===== config.mk =====
export PLATFORM = sky130hd
export DESIGN_NAME = stack_ctrl_flat
export DESIGN_NICKNAME = d
export VERILOG_FILES = /design/src/rtl/stack_ctrl_if.sv /design/src/rtl/stack_ctrl.sv /design/src/flat_wrapper.sv
export SDC_FILE = /design/constraint.sdc
export NUM_CORES = 1
export LEC_CHECK = 0
export CAP_MARGIN = 20
export CORE_ASPECT_RATIO = 0.9
export CORE_MARGIN = 1
export CORE_UTILIZATION = 46
export CTS_CLUSTER_SIZE = 28
export DETAILED_ROUTE_END_ITERATION = 12
export PLACE_DENSITY = 0.83
export RECOVER_POWER = 25
export SLEW_MARGIN = 10
export SYNTH_ARGS = -nofsm -noshare
export SYNTH_HDL_FRONTEND = slang
export SYNTH_SLANG_ARGS = --single-unit

===== constraint.sdc =====
create_clock -name clk -period 2.3 [get_ports clk]
set_input_delay 0.46 -clock clk [delete_from_list [all_inputs] [get_ports clk]]
set_output_delay 0.46 -clock clk [all_outputs]
set_load 0.05 [all_outputs]

===== src/rtl/stack_ctrl_if.sv =====
// Request/response channel between a requester (master) and the stack controller (slave).
// Handshake: a beat moves on a rising edge where valid and ready are both 1; the
// sender holds its payload stable while valid=1 and ready=0; valid never waits on ready.
interface stack_ctrl_if;
  logic       req_valid;
  logic       req_ready;
  logic [1:0] req_op;
  logic [7:0] req_data;
  logic       resp_valid;
  logic       resp_ready;
  logic [7:0] resp_data;
  logic       resp_err;

  modport master (
    output req_valid, req_op, req_data, resp_ready,
    input  req_ready, resp_valid, resp_data, resp_err
  );

  modport slave (
    input  req_valid, req_op, req_data, resp_ready,
    output req_ready, resp_valid, resp_data, resp_err
  );
endinterface


===== src/rtl/stack_ctrl.sv =====
// Byte stack controller: PUSH/POP/PEEK/CLEAR against an external single-port RAM
// with one-cycle read latency, sticky overflow/underflow flags and a debug state view.
module stack_ctrl #(
  parameter int DEPTH = 255
) (
  input  logic        clk,
  input  logic        reset,
  stack_ctrl_if.slave bus,
  output logic [7:0]  mem_addr,
  output logic [7:0]  mem_wdata,
  output logic        mem_we,
  output logic        mem_re,
  input  logic [7:0]  mem_rdata,
  output logic [7:0]  sp,
  output logic        full,
  output logic        empty,
  output logic        ovf,
  output logic        unf,
  output logic [2:0]  dbg_state
);

  typedef enum logic [2:0] {
    IDLE  = 3'd0,
    WRITE = 3'd1,
    READ  = 3'd2,
    CAPT  = 3'd3,
    RESP  = 3'd4
  } state_e;

  localparam logic [1:0] OP_PUSH  = 2'b00;
  localparam logic [1:0] OP_POP   = 2'b01;
  localparam logic [1:0] OP_PEEK  = 2'b10;
  localparam logic [1:0] OP_CLEAR = 2'b11;
  localparam logic [7:0] DEPTH_B  = 8'(DEPTH);

  state_e     state_q, state_d;
  logic [1:0] op_q, op_d;
  logic [7:0] data_q, data_d;
  logic [7:0] sp_q, sp_d;
  logic [7:0] resp_data_q, resp_data_d;
  logic       resp_err_q, resp_err_d;
  logic       ovf_q, ovf_d;
  logic       unf_q, unf_d;
  logic       full_w, empty_w;
  logic       req_ready_w, resp_valid_w;

  assign full_w  = (sp_q == DEPTH_B);
  assign empty_w = (sp_q == 8'd0);

  always_ff @(posedge clk or negedge reset) begin
    if (!reset) begin
      state_q     <= IDLE;
      op_q        <= OP_PUSH;
      data_q      <= 8'h00;
      sp_q        <= 8'h00;
      resp_data_q <= 8'h00;
      resp_err_q  <= 1'b0;
      ovf_q       <= 1'b0;
      unf_q       <= 1'b0;
    end else begin
      state_q     <= state_d;
      op_q        <= op_d;
      data_q      <= data_d;
      sp_q        <= sp_d;
      resp_data_q <= resp_data_d;
      resp_err_q  <= resp_err_d;
      ovf_q       <= ovf_d;
      unf_q       <= unf_d;
    end
  end

  always_comb begin
    state_d      = state_q;
    op_d         = op_q;
    data_d       = data_q;
    sp_d         = sp_q;
    resp_data_d  = resp_data_q;
    resp_err_d   = resp_err_q;
    ovf_d        = ovf_q;
    unf_d        = unf_q;
    req_ready_w  = 1'b0;
    resp_valid_w = 1'b0;
    mem_we       = 1'b0;
    mem_re       = 1'b0;
    mem_addr     = 8'h00;
    mem_wdata    = 8'h00;

    case (state_q)
      IDLE: begin
        // Gating on reset keeps ready low while the async reset is held.
        req_ready_w = reset;
        if (bus.req_valid && req_ready_w) begin
          op_d        = bus.req_op;
          data_d      = bus.req_data;
          resp_err_d  = 1'b0;
          resp_data_d = 8'h00;
          case (bus.req_op)
            OP_PUSH: begin
              if (full_w) begin
                resp_err_d = 1'b1;
                ovf_d      = 1'b1;
                state_d    = RESP;
              end else begin
                resp_data_d = bus.req_data;
                state_d     = WRITE;
              end
            end
            OP_POP, OP_PEEK: begin
              if (empty_w) begin
                resp_err_d = 1'b1;
                unf_d      = 1'b1;
                state_d    = RESP;
              end else begin
                state_d = READ;
              end
            end
            default: begin
              sp_d    = 8'h00;
              ovf_d   = 1'b0;
              unf_d   = 1'b0;
              state_d = RESP;
            end
          endcase
        end
      end
      WRITE: begin
        mem_we    = 1'b1;
        mem_addr  = sp_q;
        mem_wdata = data_q;
        sp_d      = sp_q + 8'd1;
        state_d   = RESP;
      end
      READ: begin
        mem_re   = 1'b1;
        mem_addr = sp_q - 8'd1;
        if (op_q == OP_POP) begin
          sp_d = sp_q - 8'd1;
        end
        state_d = CAPT;
      end
      CAPT: begin
        resp_data_d = mem_rdata;
        state_d     = RESP;
      end
      RESP: begin
        resp_valid_w = 1'b1;
        if (bus.resp_ready) begin
          state_d = IDLE;
        end
      end
      default: state_d = IDLE;
    endcase
  end

  assign bus.req_ready  = req_ready_w;
  assign bus.resp_valid = resp_valid_w;
  assign bus.resp_data  = resp_data_q;
  assign bus.resp_err   = resp_err_q;
  assign sp             = sp_q;
  assign full           = full_w;
  assign empty          = empty_w;
  assign ovf            = ovf_q;
  assign unf            = unf_q;
  assign dbg_state      = state_q;

endmodule


===== src/flat_wrapper.sv =====
// flat-port wrapper written by rule: the top's interface ports become plain ports
module stack_ctrl_flat 
#(
  parameter int DEPTH = 255
)
  (clk, reset, mem_addr, mem_wdata, mem_we, mem_re, mem_rdata, sp, full, empty, ovf, unf, dbg_state, bus_req_valid, bus_req_op, bus_req_data, bus_resp_ready, bus_req_ready, bus_resp_valid, bus_resp_data, bus_resp_err);
  stack_ctrl_if bus_i ();
  input  logic clk;
  input  logic reset;
  output logic [7:0] mem_addr;
  output logic [7:0] mem_wdata;
  output logic mem_we;
  output logic mem_re;
  input  logic [7:0] mem_rdata;
  output logic [7:0] sp;
  output logic full;
  output logic empty;
  output logic ovf;
  output logic unf;
  output logic [2:0] dbg_state;
  input wire logic [$bits(bus_i.req_valid)-1:0] bus_req_valid;
  input wire logic [$bits(bus_i.req_op)-1:0] bus_req_op;
  input wire logic [$bits(bus_i.req_data)-1:0] bus_req_data;
  input wire logic [$bits(bus_i.resp_ready)-1:0] bus_resp_ready;
  output wire logic [$bits(bus_i.req_ready)-1:0] bus_req_ready;
  output wire logic [$bits(bus_i.resp_valid)-1:0] bus_resp_valid;
  output wire logic [$bits(bus_i.resp_data)-1:0] bus_resp_data;
  output wire logic [$bits(bus_i.resp_err)-1:0] bus_resp_err;
  assign bus_i.req_valid = bus_req_valid;
  assign bus_i.req_op = bus_req_op;
  assign bus_i.req_data = bus_req_data;
  assign bus_i.resp_ready = bus_resp_ready;
  assign bus_req_ready = bus_i.req_ready;
  assign bus_resp_valid = bus_i.resp_valid;
  assign bus_resp_data = bus_i.resp_data;
  assign bus_resp_err = bus_i.resp_err;
  stack_ctrl #(.DEPTH(DEPTH)) u_core (.clk(clk), .reset(reset), .bus(bus_i), .mem_addr(mem_addr), .mem_wdata(mem_wdata), .mem_we(mem_we), .mem_re(mem_re), .mem_rdata(mem_rdata), .sp(sp), .full(full), .empty(empty), .ovf(ovf), .unf(unf), .dbg_state(dbg_state));
endmodule

==> summary.txt <==
STA
  – Least-Margin Pin Slew: between 1 and 1.5 ns
  – Slew Limit Fails: 0
  – Final setup margin: -0.07165 ns
  – Highest Clock Rate: approximately 0.42 GHz
  – RSZ-0062 raised after global routing: true
  – Worst hold slack: between 0.4 and 0.5 ns
  – Max_slew headroom: 10.70%
  – Final setup violation count: 2
  – Post-route minimum period: ~2.4 ns
  – Final hold viol count: 0
  – Worst clock skew: 0.005483 ns
  – Setup TNS: -0.09290 ns
  – Final period util: 103.1%

Synthesis
  – Syn avg cell area: 9.495 sq um
  – Count leader, synth: dfrtp_1
  – Dominant synthesized flop cell: dfrtp_1
  – Cell count after synthesis: between 200 and 250
  – Post-synth ARST share: 100.0%
  – EDFF count, synth: 0
  – Syn Nets: 236
  – Ys Warns: 0
  – Post-synth top cells: dfrtp_1, nand2_1, inv_1
  – Mapped cell area: slightly below 2000 sq um
  – Post-synthesis sequential area ratio: 40.35%
  – Largest area contributor in the netlist: dfrtp_1
  – Top post-synthesis cells by area: dfrtp_1, mux2_2, a221o_1
  – Yosys reg bits: 32
  – Yosys top cell area share: 40.35%
  – Synth cell types: 51

Routing
  – Routed Antenna Nets: 0
  – Via count: 2157
  – Average routed wire per standard cell: 18.94 um
  – DRT iter0 DRCs: around 230
  – Vias per inst: 6.145
  – Drt drc: 4
  – WL final: 6.647 mm
  – DRT Pass-1 Iters: 9

Critical path
  – Worst path required time: 1.84 ns
  – Setup crit start kind: register
  – CP Max Fanout: 5
  – CP endpoint kind: output pin
  – FF-to-FF path depth: 7
  – Worst EP arrival: 1.91 ns
  – Critical path type: register to output pin

Die
  – Io pins: 66
  – Die Area: 4581 sq um
  – Die H: between 60 and 70 um
  – Core box area: 4101 sq um
  – Starting Density: 48.38%
  – Cell Rows: 22
  – Die Width: just over 70 um

Clocking
  – CTS Buffer Depth: 2
  – Clock transition at path regs: roughly 0.070 ns
  – CTS Sinks: 32
  – H-tree levels: 2
  – CTS tree: done
  – Clk_lat worst skew: 0.30 ns
  – Root Buffer: clkbuf_8
  – Total CTS buffers: 5

Finish
  – Utilization after layout: 82.64%
  – Fin nets: 329
  – Diode count: 0
  – P&R area growth vs syn: 70.81%
  – Post-route cell area: 3390 sq um
  – Share of cells above drive strength 1: 39.60%
  – Non-Filler Instances: 351

GRT
  – Largest net degree at the start of global routing: 26
  – GRT Max-Usage Layer: met2
  – Vias in the first global route: 1849
  – Initial antenna violation count: 0
  – Met2 Use GR: between 40% and 50%
  – GRT Residual Overflow: 0
  – Met1 track demand over resource: 36.51%
  – Met3 GRT Util: 4.732%
  – All-Layer GR Usage: 26.52%
  – First-pass GRT wire length: 9.170 mm

Place
  – Post-placement cell count: 329
  – RePlAce Congestion: 0.8830
  – Worst slack, placed: 0.1048 ns
  – Hpwl dp: 4.356 mm
  – Placed cell area: 3068 sq um
  – IO buf count: between 60 and 70

Run status
  – Status: finished with violations
  – Failing checks: design-rule violations, negative setup slack

Power and ir drop
  – Total power: 5.527 mW
  – VDD IR max: about 0.0012 V
  – Leak: 1.434 nW
  – Pwr Density: 1631 nW/um^2

Min path
  – Hold path depth: 2
  – Worst hold-check path type: register to register

Run
  – Max cap viols: 0
power by group:
group | internal, mW | switching (mW)
clock | 0.320 | 0.229
sequential | 0.800 | 0.250
combinational | 1.66 | 2.26
worst paths after layout:
| path | start | end | slack, ns |
|---|---|---|---|
| max reg2reg | u_core.dbg_state[0]$_DFFE_PN0P_ | u_core.sp[5]$_DFFE_PN0P_ | 0.18 |
| max | u_core.dbg_state[0]$_DFFE_PN0P_ | mem_addr[7] | -0.07 |
| min | u_core.op_q[1]$_DFFE_PN0P_ | u_core.op_q[1]$_DFFE_PN0P_ | 0.49 |
| min in group asynchronous | reset | u_core.op_q[0]$_DFFE_PN0P_ | 0.72 |
| min reg2reg | u_core.op_q[1]$_DFFE_PN0P_ | u_core.op_q[1]$_DFFE_PN0P_ | 0.49 |
| max in group asynchronous | reset | u_core.sp[0]$_DFFE_PN0P_ | 0.31 |
registers in the layout (all words and copies together), names as in the netlist:
name                  cells
u_core.sp                 8
u_core.bus.resp_data      8
u_core.bus.resp_err       1
u_core.unf                1
u_core.data_q             8
u_core.ovf                1
u_core.op_q               2
u_core.dbg_state          3
metal layers:
| layer | routed length [um] | vias to the layer above |
|---|---|---|
| met2 | 3163 | 132 |
| met4 | 157 | 0 |
| met5 | 0 | - |
| met1 | 2798 | 1032 |
| li1 | - | 971 |
| met3 | 527 | 22 |
cell type report:
class                           count  area [sq um]
Clock buffer                        5         68.82
Multi-Input combinational cell    152          1222
Fill cell                         201         711.9
Clock inverter                      3         42.54
Timing Repair Buffer               99          1120
Tap cell                           48         60.06
Inverter                           12         67.56
Sequential cell                    32         808.3
placed cells by master (no fill, tap or decap), drive strengths merged, types with 4 or more instances in the layout:
| cell | count |
|---|---|
| nor3 | 7 |
| clkbuf | 8 |
| and3 | 10 |
| nor2 | 9 |
| a221o | 8 |
| a31oi | 6 |
| and2 | 11 |
| dfrtp | 32 |
| nand3 | 7 |
| mux2 | 9 |
| clkdlybuf4s50 | 41 |
| a21oi | 9 |
| buf | 54 |
| ha | 5 |
| or3b | 4 |
| o21ai | 11 |
| nand2 | 16 |
| inv | 9 |
repair_timing:
| action | in CTS | in global routing |
|---|---|---|
| gates cloned | 0 | 1 |
| hold buffers | 0 | 0 |
| gates resized for setup | 12 | 15 |
| setup endpoints to repair | 18 | 16 |
| setup buffers | 2 | 11 |
| pin swaps | 0 | 5 |
worst max-delay path, stage by stage (launching register included):
cell and delay, ns:
dfrtp_2 0.43, or3b_4 0.48, a211o_1 0.29, o211ai_1 0.18, clkbuf_16 0.24
kinds of logic (layout without fill, tap and decap cells):
group / Yosys count / after routing / share of synthesized area [%]
AND/OR/NAND/NOR: 81 / 82 / 23.90
AO/OA/AOI/OAI: 55 / 55 / 20.62
flip-flops: 32 / 32 / 40.35
buffers and inverters: 26 / 119 / 6.179
multiplexers: 10 / 10 / 5.801
adder cells (fa/ha/maj): 5 / 5 / 3.153
Note: power is estimated with default switching activity, not from simulation.
